[config.mk]
export PLATFORM = sky130hd
export DESIGN_NAME = uart_tx_fifo
export DESIGN_NICKNAME = d
export VERILOG_FILES = /design/src/rtl/uart_pkg.sv /design/src/rtl/sync_fifo.sv /design/src/rtl/uart_tx_fifo.sv
export SDC_FILE = /design/constraint.sdc
export NUM_CORES = 1
export LEC_CHECK = 0
export BUFFER_PORTS_ARGS = -buffer_cell sky130_fd_sc_hd__buf_2
export CORE_ASPECT_RATIO = 0.5
export CORE_UTILIZATION = 45
export DETAILED_ROUTE_END_ITERATION = 12
export HOLD_SLACK_MARGIN = 0.15
export PLACE_DENSITY = 0.7
export SLEW_MARGIN = 25
export SYNTH_ARGS = -nofsm -noshare
export SYNTH_HDL_FRONTEND = slang
export SYNTH_SLANG_ARGS = --single-unit
[constraint.sdc]
create_clock -name clk -period 2.8 [get_ports clk]
set_input_delay 0.14 -clock clk [delete_from_list [all_inputs] [get_ports clk]]
set_output_delay 0.14 -clock clk [all_outputs]
set_load 0.03 [all_outputs]
[src/rtl/uart_pkg.sv]
// Shared UART definitions: parity modes, transmitter state encoding and parity helper.
// The future uart_rx is expected to import this package as well.
package uart_pkg;

  typedef enum logic [1:0] {
    PARITY_NONE,
    PARITY_EVEN,
    PARITY_ODD
  } parity_t;

  typedef enum logic [2:0] {
    IDLE,
    START,
    DATA,
    PARITY,
    STOP
  } tx_state_t;

  // Data narrower than 9 bits arrives zero-extended, so the extra zeros do not disturb the XOR.
  function automatic logic calc_parity(input logic [8:0] data, input parity_t mode);
    logic p;
    p = ^data;
    return (mode == PARITY_ODD) ? ~p : p;
  endfunction

endpackage

[src/rtl/sync_fifo.sv]
// Synchronous show-ahead FIFO: rdata always presents the head entry while not empty.
// Pushes into a full FIFO and pops from an empty one are ignored.
module sync_fifo #(
  parameter int WIDTH = 8,
  parameter int DEPTH = 4
) (
  input  logic                     clk,
  input  logic                     reset,
  input  logic                     push,
  input  logic                     pop,
  input  logic [WIDTH-1:0]         wdata,
  output logic [WIDTH-1:0]         rdata,
  output logic                     full,
  output logic                     empty,
  output logic [$clog2(DEPTH):0]   count
);

  localparam int AW = $clog2(DEPTH);
  localparam logic [AW:0] FULL_COUNT = DEPTH[AW:0];

  if (DEPTH < 2 || (DEPTH & (DEPTH - 1)) != 0) begin : g_bad_depth
    $error("sync_fifo: DEPTH must be a power of two and at least 2");
  end

  logic [WIDTH-1:0] mem [DEPTH];
  logic [AW-1:0]    wr_ptr;
  logic [AW-1:0]    rd_ptr;
  logic             do_push;
  logic             do_pop;

  assign full    = (count == FULL_COUNT);
  assign empty   = (count == '0);
  assign do_push = push && !full;
  assign do_pop  = pop && !empty;
  assign rdata   = mem[rd_ptr];

  // Power-of-two depth lets the pointers wrap by natural overflow.
  always_ff @(posedge clk) begin
    if (reset) begin
      wr_ptr <= '0;
      rd_ptr <= '0;
      count  <= '0;
    end else begin
      if (do_push) wr_ptr <= wr_ptr + 1'b1;
      if (do_pop)  rd_ptr <= rd_ptr + 1'b1;
      if (do_push && !do_pop)      count <= count + 1'b1;
      else if (do_pop && !do_push) count <= count - 1'b1;
    end
  end

  always_ff @(posedge clk) begin
    if (do_push) mem[wr_ptr] <= wdata;
  end

endmodule

[src/rtl/uart_tx_fifo.sv]
// UART transmitter with a transmit FIFO; every bit is paced by the shared baudtick strobe.
// A new frame is popped on the final stop-bit tick so queued frames go out with no idle gap.
module uart_tx_fifo
  import uart_pkg::*;
#(
  parameter int      DATA_BITS  = 8,
  parameter parity_t PARITY     = PARITY_NONE,
  parameter int      STOP_BITS  = 1,
  parameter int      FIFO_DEPTH = 4
) (
  input  logic                          clk,
  input  logic                          reset,
  input  logic                          baudtick,
  input  logic [DATA_BITS-1:0]          tx_data,
  input  logic                          tx_valid,
  output logic                          tx_ready,
  output logic                          tx,
  output logic                          busy,
  output logic [$clog2(FIFO_DEPTH):0]   fifo_count
);

  if (DATA_BITS < 5 || DATA_BITS > 9) begin : g_bad_data_bits
    $error("uart_tx_fifo: DATA_BITS must be in 5..9");
  end
  if (PARITY != PARITY_NONE && PARITY != PARITY_EVEN && PARITY != PARITY_ODD) begin : g_bad_parity
    $error("uart_tx_fifo: PARITY must be PARITY_NONE, PARITY_EVEN or PARITY_ODD");
  end
  if (STOP_BITS != 1 && STOP_BITS != 2) begin : g_bad_stop_bits
    $error("uart_tx_fifo: STOP_BITS must be 1 or 2");
  end
  if (FIFO_DEPTH < 2 || (FIFO_DEPTH & (FIFO_DEPTH - 1)) != 0) begin : g_bad_fifo_depth
    $error("uart_tx_fifo: FIFO_DEPTH must be a power of two and at least 2");
  end

  localparam bit         HAS_PARITY = (PARITY != PARITY_NONE);
  localparam logic [3:0] LAST_BIT   = 4'(DATA_BITS - 1);
  localparam logic       LAST_STOP  = 1'(STOP_BITS - 1);

  tx_state_t            state;
  logic [DATA_BITS-1:0] shreg;
  logic [3:0]           bit_cnt;
  logic                 stop_cnt;
  logic                 parity_bit;
  logic [DATA_BITS-1:0] fifo_rdata;
  logic                 fifo_full;
  logic                 fifo_empty;
  logic                 fifo_push;
  logic                 fifo_pop;
  logic                 line_val;

  assign tx_ready  = !fifo_full;
  assign fifo_push = tx_valid && !fifo_full;
  assign busy      = (state != IDLE) || !fifo_empty;

  // A pop is only possible from IDLE or on the last stop-bit tick.
  assign fifo_pop = !reset && baudtick && !fifo_empty &&
                    ((state == IDLE) || (state == STOP && stop_cnt == LAST_STOP));

  sync_fifo #(
    .WIDTH (DATA_BITS),
    .DEPTH (FIFO_DEPTH)
  ) u_fifo (
    .clk   (clk),
    .reset (reset),
    .push  (fifo_push),
    .pop   (fifo_pop),
    .wdata (tx_data),
    .rdata (fifo_rdata),
    .full  (fifo_full),
    .empty (fifo_empty),
    .count (fifo_count)
  );

  always_comb begin
    line_val = 1'b1;
    case (state)
      START:            line_val = 1'b0;
      DATA:             line_val = shreg[0];
      uart_pkg::PARITY: line_val = parity_bit;
      default:          line_val = 1'b1;
    endcase
  end

  // tx registers the line value of the current state, so it trails each state change by one clk.
  always_ff @(posedge clk) begin
    if (reset) begin
      state      <= IDLE;
      shreg      <= '0;
      bit_cnt    <= '0;
      stop_cnt   <= 1'b0;
      parity_bit <= 1'b0;
      tx         <= 1'b1;
    end else begin
      tx <= line_val;
      if (baudtick) begin
        case (state)
          IDLE: begin
            if (fifo_pop) begin
              shreg      <= fifo_rdata;
              parity_bit <= calc_parity(9'(fifo_rdata), PARITY);
              state      <= START;
            end
          end
          START: begin
            bit_cnt <= '0;
            state   <= DATA;
          end
          DATA: begin
            shreg   <= shreg >> 1;
            bit_cnt <= bit_cnt + 1'b1;
            if (bit_cnt == LAST_BIT) begin
              stop_cnt <= 1'b0;
              state    <= HAS_PARITY ? uart_pkg::PARITY : STOP;
            end
          end
          uart_pkg::PARITY: begin
            stop_cnt <= 1'b0;
            state    <= STOP;
          end
          STOP: begin
            if (stop_cnt != LAST_STOP) begin
              stop_cnt <= 1'b1;
            end else if (fifo_pop) begin
              shreg      <= fifo_rdata;
              parity_bit <= calc_parity(9'(fifo_rdata), PARITY);
              state      <= START;
            end else begin
              state <= IDLE;
            end
          end
          default: state <= IDLE;
        endcase
      end
    end
  end

endmodule
* Word-level counts from Yosys, hierarchy flattened
Memories as Yosys holds them, arrays and structs flattened. A register that Yosys moved wholly into a read port is not among the register bits.
Cells that the tools add are included.
Widths: inputs -> output; s select.
** Operators by class
- $add $sub $neg :: 5
- $mul :: 0
- Divide/modulo/power cells :: 0
- Order comparisons :: 0
- Eq/ne operators :: 9
- Shift-type cells :: 0
- Muxes and demuxes :: 22
- Bitwise logic cells :: 1
- Reduce and logical (&&, ||, !) cells :: 30
** Operator list (number)
- $pmux 8 s3 :: 1
- $mux 8 :: 2
- $mux 3 :: 5
- $pmux 3 s5 :: 1
- $logic_and 1x1->1 :: 9
- $reduce_and 3->1 :: 3
- $reduce_bool 3->1 :: 3
- $reduce_xor 9->1 :: 1
- $pmux 4 s2 :: 1
- $mux 1 :: 7
- $eq 3x2->1 const B :: 2
- $eq 3x3->1 const B :: 2
- $logic_not 3->1 :: 2
- $pmux 1 s3 :: 2
- $reduce_bool 2->1 :: 3
- $logic_not 1->1 :: 5
- $add 2x1->2 const B :: 2
- $add 4x1->4 const B :: 1
- $eq 4x3->1 const B :: 1
- $mux 2 :: 2
- $ne 2x2->1 const B :: 2
- $reduce_and 4->1 :: 1
- $add 3x1->3 const B :: 1
- $eq 3x1->1 const B :: 1
- 6 further kinds :: 7
** Storage, ports and cells
- Bits in registers :: 25
- Bits in latches :: 0
- Bits in writable memories :: 32
- ROM bits :: 0
- Input port bits :: 12
- Output and inout bits :: 6
- Word-level logic and storage cells :: 77
- Memories :: 1
** Memory list
- u_fifo.mem :: depth 4, bits a word 8, read ports 1, clocked after Yosys merged registers in 1, write ports 1, RTL line sync_fifo.sv:25 : logic [WIDTH-1:0] mem [DEPTH];

* Logic depth before layout (Yosys ltp)
Gate-level depths: netlist of run 1.
- Depth after elaboration :: 8
- Depth in mapped cells :: 11

* Hierarchy
Synthesis of run 1 repeated with hierarchy kept, for this count alone.
** Second synthesis, totals
- Cells, all modules :: 185
- Area, all modules :: 2547.4 um^2
** Modules (own cells, without submodules)
- sync_fifo :: times used 1, cells an instance 90, area each 1620.3 um^2
- uart_tx_fifo :: times used 1, cells an instance 95, area each 927.1 um^2

* Worst setup path before layout of run 1
No wires, ideal clock.
- Path kind :: register -> register
- Start :: reg u_fifo.count[1]
- End :: reg u_fifo.count[2]
- Arrival time :: 2437 ps
- Required time :: 2729 ps
- Path slack :: 292 ps
- Cell stages (with the launch flop) :: 11
- Path buffers :: 1
- Path through :: dfxtp_1 nor2_1 nand2_1 and2_1 clkbuf_1 ha_1 inv_1 fa_1 xor2_1 or3_1 a21oi_1
** On the way
- Elaborated cells between the ends (all ways) :: 18
- Those cells by class :: add/sub: 2; eq/ne: 1; mux: 2; reduce/logical: 13
** RTL lines
- start, declared :: RTL line sync_fifo.sv:15 : output logic [$clog2(DEPTH):0] count
- start signal, assigned :: RTL line sync_fifo.sv:46 : if (do_push && !do_pop) count <= count + 1'b1;
- start signal, assigned :: RTL line sync_fifo.sv:47 : else if (do_pop && !do_push) count <= count - 1'b1;
- $eq 3x3->1 (*) :: RTL line sync_fifo.sv:31 : assign full = (count == FULL_COUNT);
- $logic_not 1->1 (*)
- via tx_ready :: RTL line uart_tx_fifo.sv:16 : output logic tx_ready,
- $logic_and 1x1->1 :: RTL line uart_tx_fifo.sv:52 : assign fifo_push = tx_valid && !fifo_full;
- $logic_and 1x1->1 (*) :: RTL line sync_fifo.sv:33 : assign do_push = push && !full;
- via u_fifo.do_push :: RTL line sync_fifo.sv:28 : logic do_push;
- $logic_not 1->1 :: RTL line sync_fifo.sv:47
- $logic_and 1x1->1 :: RTL line sync_fifo.sv:47
- $reduce_bool 2->1 (no source line)
Mark *: on every way through the listed nets, which the timed path passes. The rest lies on a longest branch. The select of a mux whose other input is x is not followed.
A chain may end at the register's enable or synchronous reset.

* Worst setup path after layout of run 1
- Start :: reg u_fifo.count[0]
- End :: reg u_fifo.count[2]
** On the way
- Word-level cells in the longest chain between the ends :: 8
- Elaborated cells between the ends (all ways) :: 18
- Those cells by class :: add/sub: 2; eq/ne: 1; mux: 2; reduce/logical: 13
** RTL lines
- branches (longest 8 deep; another with $sub 3x1->3)
Several ways; the timed one is not identified. The select of a mux whose other input is x is not followed.

==> results.toml, run 1 <==
[timing]
hold_slack_ns = 0.171
setup_viol = 0
min_period_over_period_pct = 84.8
clock.fmax_mhz = 421
skew_ns = 0.00506
finalSetupTns_ns = 0
period_needed_ns = 2.37
worstMarginPinSlew_ns = 0.510
slew_headroom_pct = 66.0
slew_viol_final = 0
finalHoldViolCount = 0
rsz0062_at_grt = "false"

[power]
p_comb_share_pct = 27.6
intPower_uw = 1960
power_frac_clock_pct = 32.1
seq_power_share_pct = 40.3
switchingPower_uw = 849
p_sw_share_pct = 30.2
ir_drop_uv = 389
p_leak_uw = 0.00105
power.density_nw_per_um2 = 950

[cts]
clockBufferDepth = 2
holdBufCountCts = 8
h-tree-depth = 3
cts_setup_buffers = 0
cts_buffers = 9
cts_tree = "done"
clkSinkCount = 58
clk_pin_slew_ns = 0.06
clk_latency_ns = 0.34
cts_root_buf = "clkbuf_8"
ctsResizeCount = 0

[worst_setup_path]
path_cells = "nor3_1, and3b_1, inv_1, ha_1, inv_1, fa_1, xor2_1, or3_1, a21oi_1"
crit_slowest_cell = "dfxtp_1"
r2r_start = "u_fifo.count[0]$_SDFFE_PP0P_"
max_stage_delay_ns = 0.37
crit_path_frequent_cell = "inv_1"
path_class = "reg2reg"
cp-start-kind = "flop"
timing.critical_path.from = "u_fifo.count[0]$_SDFFE_PP0P_"
crit_fanout = 6
arrival_ns = 2.64
cp-end-kind = "flop"
crit_required_ns = 3.07

[routing]
wire_per_inst_um = 14.3
postRouteAntennaNets = 0
routed_via_density = 5.09
wl_um = 4300
drc_errors = 0
drt_iter0_drc = 100
first_pass_iters = 4
vias = 1526

[status]
status = "finished clean"

[final_layout]
final_cells = 300
areaGrowthSynthToFinish_pct = 18.0
layout-drive-gt1-share_pct = 18.7
fin_nets = 244
num-fill-cells = 419
n_antenna_cell = 0

[floorplanning]
die_x_um = 108
rows = 18
start_util_pct = 48.8
core_um2 = 5130
die_height_um = 54.8
die_area_um2 = 5890
top_level_ports = 18

[placement]
hpwl_um = 2870
port_buffers = 17
gp_congestion = 0.726
dp.cells = 276

[synthesis]
ys.warnings.count = 0
synth_cells = 198
syn_area_um2 = 2510
synth_area_per_cell_um2 = 12.7
ys_seq_elements = 58
yosysSeqAreaShare_pct = 59.1
synthDistinctLibCells = 37
syn_nets = 217

[job]
drv_cap = 0

[global_route]
grt_max_degree = 26
grt_pass1_vias = 1466
grt_pass1_wl_um = 7070
grt_use_total_pct = 17.3
grt_antenna_before_repair = 0
grt_overflow_total = 0

[hold_path]
holdCritStartpoint = "baudtick"
hold_class = "in2reg"
power by group through the flow:
stage                     combinational (µW)  sequential [µW]  clock [µW]
after global placement                   751             1140           0
after CTS                                783             1130         923
final                                    776             1130         903
after detailed placement                 769             1150           0
after floorplan                          594             1160           0
after global routing                     861             1150         958
cells in the mapped netlist, drive strengths merged:
master | number | share of area (%)
a211oi | 8 | 2.6
a21oi | 11 | 2.2
a2bb2oi | 1 | 0.35
a31oi | 1 | 0.25
a41oi | 1 | 0.35
and2 | 2 | 0.50
and3 | 4 | 1.0
and3b | 2 | 0.70
buf | 4 | 1.1
clkbuf | 9 | 1.4
dfxtp | 26 | 21
edfxtp | 32 | 38
fa | 1 | 0.80
ha | 6 | 3.0
inv | 5 | 0.75
mux2i | 10 | 4.0
mux4 | 8 | 7.2
nand2 | 10 | 1.5
nand2b | 5 | 1.2
nand3 | 2 | 0.40
nand3b | 2 | 0.60
nor2 | 20 | 3.0
nor2b | 2 | 0.50
nor3 | 3 | 0.60
nor3b | 1 | 0.30
nor4 | 1 | 0.25
o211ai | 1 | 0.30
o21a | 1 | 0.30
o21ai | 5 | 1.0
o31ai | 1 | 0.30
or3 | 1 | 0.25
xnor2 | 9 | 3.1
xor2 | 3 | 1.0
routing by layer:
| layer | vias to the layer above | track usage, % | wire, µm |
|---|---|---|---|
| met5 | - | 0 | 0 |
| met4 | 0 | 6.85 | 36 |
| met3 | 4 | 7.50 | 195 |
| met2 | 22 | 27.5 | 1950 |
| met1 | 729 | 21.1 | 2120 |
| li1 | 771 | - | - |
cell families after synthesis:
family,share of synthesized area (%)
flops,59.1
compound gates,7.63
simple gates,10.8
mux,11.2
buf+inv,3.29
xor+xnor,4.19
fa+ha+maj,3.79
state kept, by name, indices dropped and copies added (netlist names), named ones only:
register,cells
u_fifo.mem,32
state,3
bit_cnt,4
shreg,8
u_fifo.count,3
parity_bit,1
u_fifo.rd_ptr,2
u_fifo.wr_ptr,2
tx,1
per-stage QoR:
stage | total power, µW | cell area (µm²) | setup WS (ns) | utilization (%)
5_1_grt | 2970 | 2960 | 0.239 | 57.6
3_3_place_gp | 1890 | 2650 | 0.532 | 51.5
3_5_place_dp | 1920 | 2650 | 0.468 | 51.5
2_1_floorplan | 1760 | 2510 | 0.292 | -
4_1_cts | 2840 | 2960 | 0.419 | 57.6
6_report | 2810 | 2960 | 0.426 | 57.6
critical path: cells and delay by family (launching register included):
family / cells / cell delay (ns)
AO/OA/AOI/OAI: 1 / 0.14
XOR/XNOR: 1 / 0.16
adder cells (fa/ha/maj): 2 / 0.55
buffers and inverters: 2 / 0.17
flip-flops: 1 / 0.37
AND/OR/NAND/NOR: 3 / 0.93
worst paths after layout:
path,slack [ns],end,depth (start not counted)
setup / recovery,0.43,u_fifo.count[2]$_SDFFE_PP0P_,9
hold / removal,0.17,state[2]$_SDFFE_PP0P_,3
setup reg to reg,0.43,u_fifo.count[2]$_SDFFE_PP0P_,9
hold reg to reg,0.48,shreg[7]$_SDFFE_PP0P_,2
layout make-up:
cell class / instances / area (µm²) / area share, %
Timing Repair Buffer: 29 / 195 / 6.60
Sequential cell: 58 / 1480 / 50.1
Inverter: 5 / 18.8 / 0.634
Multi-Input combinational cell: 122 / 943 / 31.9
Clock inverter: 6 / 105 / 3.55
Tap cell: 70 / 87.6 / 2.96
Clock buffer: 10 / 128 / 4.31
placed cells by master (no fill, tap or decap), types with 2 or more instances in the layout:
cell type,count
dlygate4sd3_1,8
and3b_1,2
a211oi_1,7
nand2_1,10
clkinv_1,2
clkbuf_8,9
nor2b_1,2
a21oi_1,11
and3_1,4
nand3_1,2
edfxtp_1,32
mux4_2,8
o21ai_0,5
buf_4,4
nand3b_1,2
inv_1,5
nor3_1,3
nor2_1,20
bufinv_16,3
xor2_1,3
and2_1,2
xnor2_1,9
mux2i_1,10
buf_2,17
ha_1,6
nand2b_1,5
dfxtp_1,26
Power figures use the tool's default switching activity.
==> run 2: changes to the inputs <==
- ABC_AREA: not set -> 1
- clock period: 2.8 -> 2.32 ns (I/O delays scaled with it)
==> run 2 against run 1 <==
Against the previous run:
- clock power grew 42%
- worst hold slack worse by 0.0021 ns
- first-iteration DRC count up 110%
- sequential share of layout area is 7.1 points lower
- via count rose by 47%
- utilization fell by 1.3 points
- cell area increased by 17%
- combinational power grew 28%
- global-route usage increased by 1.9 points
- die area up 14%
- clock skew fell by 0.0011 ns
- highest routed layer unchanged
==> results.toml, run 2 <==
[status]
status = "finished clean"

[global_route]
grt_overflow_total = 0
grt_util_met3_pct = 7.00
grt_use_met2_pct = 30.5
grt_antenna_before_repair = 0
grt_use_total_pct = 19.2
top_usage_layer = "met2"
grt_pass1_vias = 2030
grt_max_degree = 18
grt_util_met1_pct = 23.5
grt_pass1_wl_um = 9370

[synthesis]
synth_top_area_share_pct = 33.4
synthDistinctLibCells = 29
synth_cells = 327
synthAdderAreaFrac_pct = 3.30
synthXorXnorAreaFrac_pct = 0.608
netlist_top_cells_area = "edfxtp_1 33%, dfxtp_1 18%, nand2_1 14%"
synth_top_family_by_area = "simple AND/OR/NAND/NOR gates"
synth-compound-area-share_pct = 8.52
synthArstFlopShare_pct = 0
muxShareOfSynthArea_pct = 0
yosysMostFrequentCell = "nand2_1"
ys_seq_elements = 58
synth-edff-count = 32
yosys.area.top_type = "edfxtp_1"
synth_common_cells = "106 x nand2_1, 32 x edfxtp_1, 28 x a21oi_1"
syn_nets = 346
yosysSeqAreaShare_pct = 51.5
synthSimpleGateAreaFrac_pct = 29.2
ys.warnings.count = 0
synth-main-ff-cell = "edfxtp_1"
synth_area_per_cell_um2 = 8.80
syn_area_um2 = 2880

[cts]
clkSinkCount = 58
clk_pin_slew_ns = 0.05
h-tree-depth = 3
clockBufferDepth = 2
cts_tree = "done"
cts_buffers = 9
clk_latency_ns = 0.33
cts_root_buf = "clkbuf_16"

[worst_setup_path]
crit_fanout = 9
timing.critical_path.from = "u_fifo.count[0]$_SDFFE_PP0P_"
regToRegSetupSlack_ns = 0.35
rr_endpoint = "u_fifo.count[2]$_SDFFE_PP0P_"
cp-end-kind = "flop"
crit_required_ns = 2.53
endpoint = "u_fifo.count[2]$_SDFFE_PP0P_"
rr_worst_depth = 11
cp-start-kind = "flop"
arrival_ns = 2.18
path_class = "reg2reg"
r2r_start = "u_fifo.count[0]$_SDFFE_PP0P_"

[floorplanning]
top_level_ports = 18
die_x_um = 115
die_area_um2 = 6740
start_util_pct = 47.0
die_height_um = 58.6
rows = 20
core_um2 = 6130

[routing]
wl_um = 5710
drc_errors = 0
wire_per_inst_um = 12.5
vias = 2239
postRouteAntennaNets = 0
first_pass_iters = 7
routed_via_density = 4.89
drt_iter0_drc = 215

[timing]
slew_headroom_pct = 57.2
skew_ns = 0.00393
min_period_over_period_pct = 84.8
setup_viol = 0
rsz0062_at_grt = "false"
period_needed_ns = 1.97
finalSetupTns_ns = 0
finalHoldViolCount = 0
worstMarginPinSlew_ns = 0.641
slew_viol_final = 0
clock.fmax_mhz = 508

[final_layout]
fin_nets = 384
top_register = "u_fifo.mem"
layout-drive-gt1-share_pct = 23.0
final_cell_mix = "106 x nand2_1, 32 x edfxtp_1, 28 x a21oi_1"
areaGrowthSynthToFinish_pct = 19.9
n_antenna_cell = 0
reg_top3 = "u_fifo.mem: 32 flops, shreg: 8 flops, bit_cnt: 4 flops"
largest_reg_flops = 32
num-fill-cells = 531
final_common_cell = "nand2_1"

[power]
power.density_nw_per_um2 = 1050
ir_drop_uv = 414
power.total_uw = 3610
p_leak_uw = 0.00152

[hold_path]
min_path_cells = 4
hold_class = "in2reg"

[placement]
gp_congestion = 0.848
hpwl_um = 3880
port_buffers = 17

[job]
drv_cap = 0
## run 2: layer usage
metal / share of wire [%] / up-vias
li1: - / 1152
met1: 45 / 989
met2: 44 / 84
met3: 8.0 / 14
met4: 2.2 / 0
met5: 0 / -
## run 2: worst min path at each step
stage / slack, ns / from / endpoint
final: 0.17 / baudtick / state[0]$_SDFFE_PP0P_
after global routing: 0.19 / baudtick / state[0]$_SDFFE_PP0P_
after CTS: 0.15 / baudtick / state[0]$_SDFFE_PP0P_
after detailed placement: 0.33 / tx_data[7] / u_fifo.mem[0][7]$_DFFE_PP_
after global placement: 0.33 / tx_data[7] / u_fifo.mem[1][7]$_DFFE_PP_
after floorplan: 0.19 / reset / bit_cnt[1]$_SDFFE_PP0P_
## run 2: power breakdown
| part | internal, µW | switching (µW) |
|---|---|---|
| logic | 328 | 669 |
| registers | 1230 | 96.3 |
| clock network | 826 | 458 |
| total | 2380 | 1220 |
## run 2: stage by stage
stage	instances	util [%]	worst slack (ns)	hold WS (ns)	area, µm²
after floorplan	327	-	0.118	0.185	2880
after global placement	433	50.0	0.443	0.326	3070
after detailed placement	433	50.0	0.349	0.331	3070
after CTS	458	56.3	0.350	0.153	3450
after global routing	458	56.3	0.157	0.190	3450
final	458	56.3	0.352	0.169	3450
## run 2: final cells by class
type / instances / area, µm² / area share [%]
Multi-Input combinational cell: 229 / 1200 / 34.8
Timing Repair Buffer: 33 / 228 / 6.60
Sequential cell: 58 / 1480 / 42.9
Clock inverter: 7 / 68.8 / 1.99
Inverter: 34 / 135 / 3.92
Tap cell: 88 / 110 / 3.19
Clock buffer: 9 / 225 / 6.53
## run 2: worst max-delay path, stage by stage, from the launching register on
cell and delay, ns:
dfxtp_1 0.37, inv_1 0.11, nand3_2 0.09, nand2_1 0.16, inv_1 0.10, ha_1 0.13
inv_1 0.06, fa_1 0.38, a21oi_1 0.14, o21ai_0 0.11, o21ai_0 0.15, a21oi_1 0.06
## run 2: cells by family (layout without fill, tap and decap cells)
kind of cell | after synthesis | in the layout
and+or+nand+nor | 172 | 172
DFF | 58 | 58
AOI/OAI and AO/OA | 48 | 48
buffers and inverters | 40 | 83
adders and majority gates | 7 | 7
xor gates and xnor gates | 2 | 2
## run 2: what timing repair did
action                    4_1_cts  5_1_grt
resized for setup               0        0
buffers inserted                0        0
hold endpoints to repair       38        0
hold buffers                    9        0
==> run 3: changes to the inputs <==
- clock period: 2.32 -> 1.87 ns (I/O delays scaled with it)
==> run 3 against run 2 <==
Against the previous run:
- sequential power grew 25%
- via count is 1.2% higher
- sequential share of layout area down 0.62 points
- total power grew 27%
- clock skew is 0.0024 ns higher
- global-route usage decreased by 0.43 points
- non-clock buffer count is 4 higher
- final cell count grew 0.87%
- combinational power is 34% higher
- utilization rose by 1.3 points
- largest power group unchanged
- register-to-register slack got worse by 0.25 ns
- setup slack worse by 0.25 ns
- the run now ends with DRC left
==> results.toml, run 3 (same netlist as run 2, synthesis figures left out) <==
[status]
status = "finished, violations left"
violations = "DRC"

[routing]
routed_via_density = 4.90
postRouteAntennaNets = 0
first_pass_iters = 8
wirelength_met1_um = 2710
wire_per_inst_um = 12.4
drc_errors = 2
drt_iter0_drc = 173
wl_um = 5720
wl_met2_um = 2640
topRoutingLayerUsed = "met4"
vias = 2266
met3WireLength_um = 278

[hold_path]
holdCritStartpoint = "baudtick"
hold_class = "in2reg"
min_to = "bit_cnt[1]$_SDFFE_PP0P_"
min_path_cells = 5

[cts]
cts_tree = "done"
cts_setup_buffers = 0
h-tree-depth = 3
cts_buffers = 9
clk_latency_ns = 0.32
cts_root_buf = "clkbuf_16"
clkSinkCount = 58
clockBufferDepth = 2
clk_pin_slew_ns = 0.05

[global_route]
grt_pass1_vias = 2041
grt_max_degree = 18
grt_antenna_before_repair = 0
grt_pass1_wl_um = 9290
grt_use_total_pct = 18.8
grt_overflow_total = 0

[timing]
period_needed_ns = 1.77
slew_viol_final = 0
slew_headroom_pct = 81.9
worstMarginPinSlew_ns = 0.271
min_period_over_period_pct = 94.6
skew_ns = 0.00629
clock.fmax_mhz = 565
finalSetupTns_ns = 0
setup_viol = 0
finalHoldViolCount = 0

[worst_setup_path]
arrival_ns = 1.97
rr_worst_depth = 10
r2r_start = "state[0]$_SDFFE_PP0P_"
cp-end-kind = "flop"
regToRegSetupSlack_ns = 0.10
crit_required_ns = 2.07
crit_fanout = 7
crit_buf_inv = 5
max_stage_delay_ns = 0.56
cp-start-kind = "primary input"
path_cells = "dlygate4sd3_1, clkbuf_4, inv_2, nand4_2, buf_6, nand3_1, nand2_1, nand2_1, a21oi_2, dlygate4sd3_1"
path_class = "in2reg"
rr_endpoint = "state[0]$_SDFFE_PP0P_"
crit_family = "buffers and inverters"
crit_slowest_cell = "dlygate4sd3_1"

[floorplanning]
die_height_um = 58.6
die_area_um2 = 6740
rows = 20
die_x_um = 115
start_util_pct = 47.0
top_level_ports = 18
core_um2 = 6130

[final_layout]
areaGrowthSynthToFinish_pct = 22.6
n_antenna_cell = 0
final_common_cell = "nand2_1"
fin_nets = 388
top_register = "u_fifo.mem"
layout-drive-gt1-share_pct = 27.5
final_cell_mix = "105 x nand2_1, 32 x edfxtp_1, 27 x a21oi_1"
largest_reg_flops = 32
reg_top3 = "u_fifo.mem: 32 flops, shreg: 8 flops, bit_cnt: 4 flops"

[power]
power.density_nw_per_um2 = 1300
power.total_uw = 4580
p_leak_uw = 0.00154
ir_drop_uv = 461

[job]
drv_cap = 0

[placement]
gp_congestion = 0.820
port_buffers = 17
hpwl_um = 3890
[run 3: worst reg2reg max path: stages, from the launching register on]
cell,delay (ns)
dfxtp_2,0.33
inv_2,0.09
nand2_1,0.07
inv_2,0.07
nand4_2,0.11
buf_6,0.15
nand3_1,0.06
nand2_1,0.07
nand2_1,0.08
a21oi_2,0.05
dlygate4sd3_1,0.56
[run 3: stage by stage]
stage                     std cells  hold slack, ns  setup WS (ns)  cell area, µm²  util (%)
final                           462           0.160          0.101            3530      57.6
after global placement          436           0.306         0.0481            3110      50.7
after detailed placement        436           0.310        -0.0244            3110      50.7
after CTS                       462           0.154        0.00953            3500      57.2
after floorplan                 327           0.163        -0.0278            2900         -
after global routing            462           0.179       -0.00668            3530      57.6
[run 3: cell type report]
class | count | area, µm²
Inverter | 34 | 138
Clock inverter | 7 | 70.1
Tap cell | 88 | 110
Timing Repair Buffer | 37 | 267
Fill cell | 499 | 2600
Clock buffer | 9 | 225
Sequential cell | 58 | 1490
Multi-Input combinational cell | 229 | 1230
[run 3: per-layer routing]
| layer | track usage, % | up-vias |
|---|---|---|
| met5 | 0 | - |
| li1 | - | 1157 |
| met1 | 23.2 | 1038 |
| met2 | 30.7 | 62 |
| met3 | 5.36 | 9 |
| met4 | 9.46 | 0 |
[run 3: how the worst max path moves through the flow]
stage               cells past startpoint                          from  slack, ns                           end
floorplan                              11  u_fifo.count[0]$_SDFFE_PP0P_      -0.03  u_fifo.count[2]$_SDFFE_PP0P_
global placement                       10  u_fifo.count[0]$_SDFFE_PP0P_       0.05  u_fifo.count[2]$_SDFFE_PP0P_
CTS                                    11                         reset       0.01  u_fifo.count[2]$_SDFFE_PP0P_
global route                           10  u_fifo.count[1]$_SDFFE_PP0P_     -0.007  u_fifo.count[2]$_SDFFE_PP0P_
detailed placement                     10  u_fifo.count[0]$_SDFFE_PP0P_      -0.02  u_fifo.count[2]$_SDFFE_PP0P_
finish                                 10                         reset       0.10         state[0]$_SDFFE_PP0P_
[run 3: timing repair]
item | in CTS | in global routing
hold buffers | 10 | 0
resized for setup | 3 | 15
endpoints found under the hold margin | 38 | 0
endpoints found under the setup margin | 1 | 4
[run 3: report_power, final]
group	internal [µW]	leakage, µW	switching (µW)
Sequential	1540	0.000509	117
Clock	1020	0.000135	564
Combinational	463	0.000900	877
Total	3030	0.00154	1560
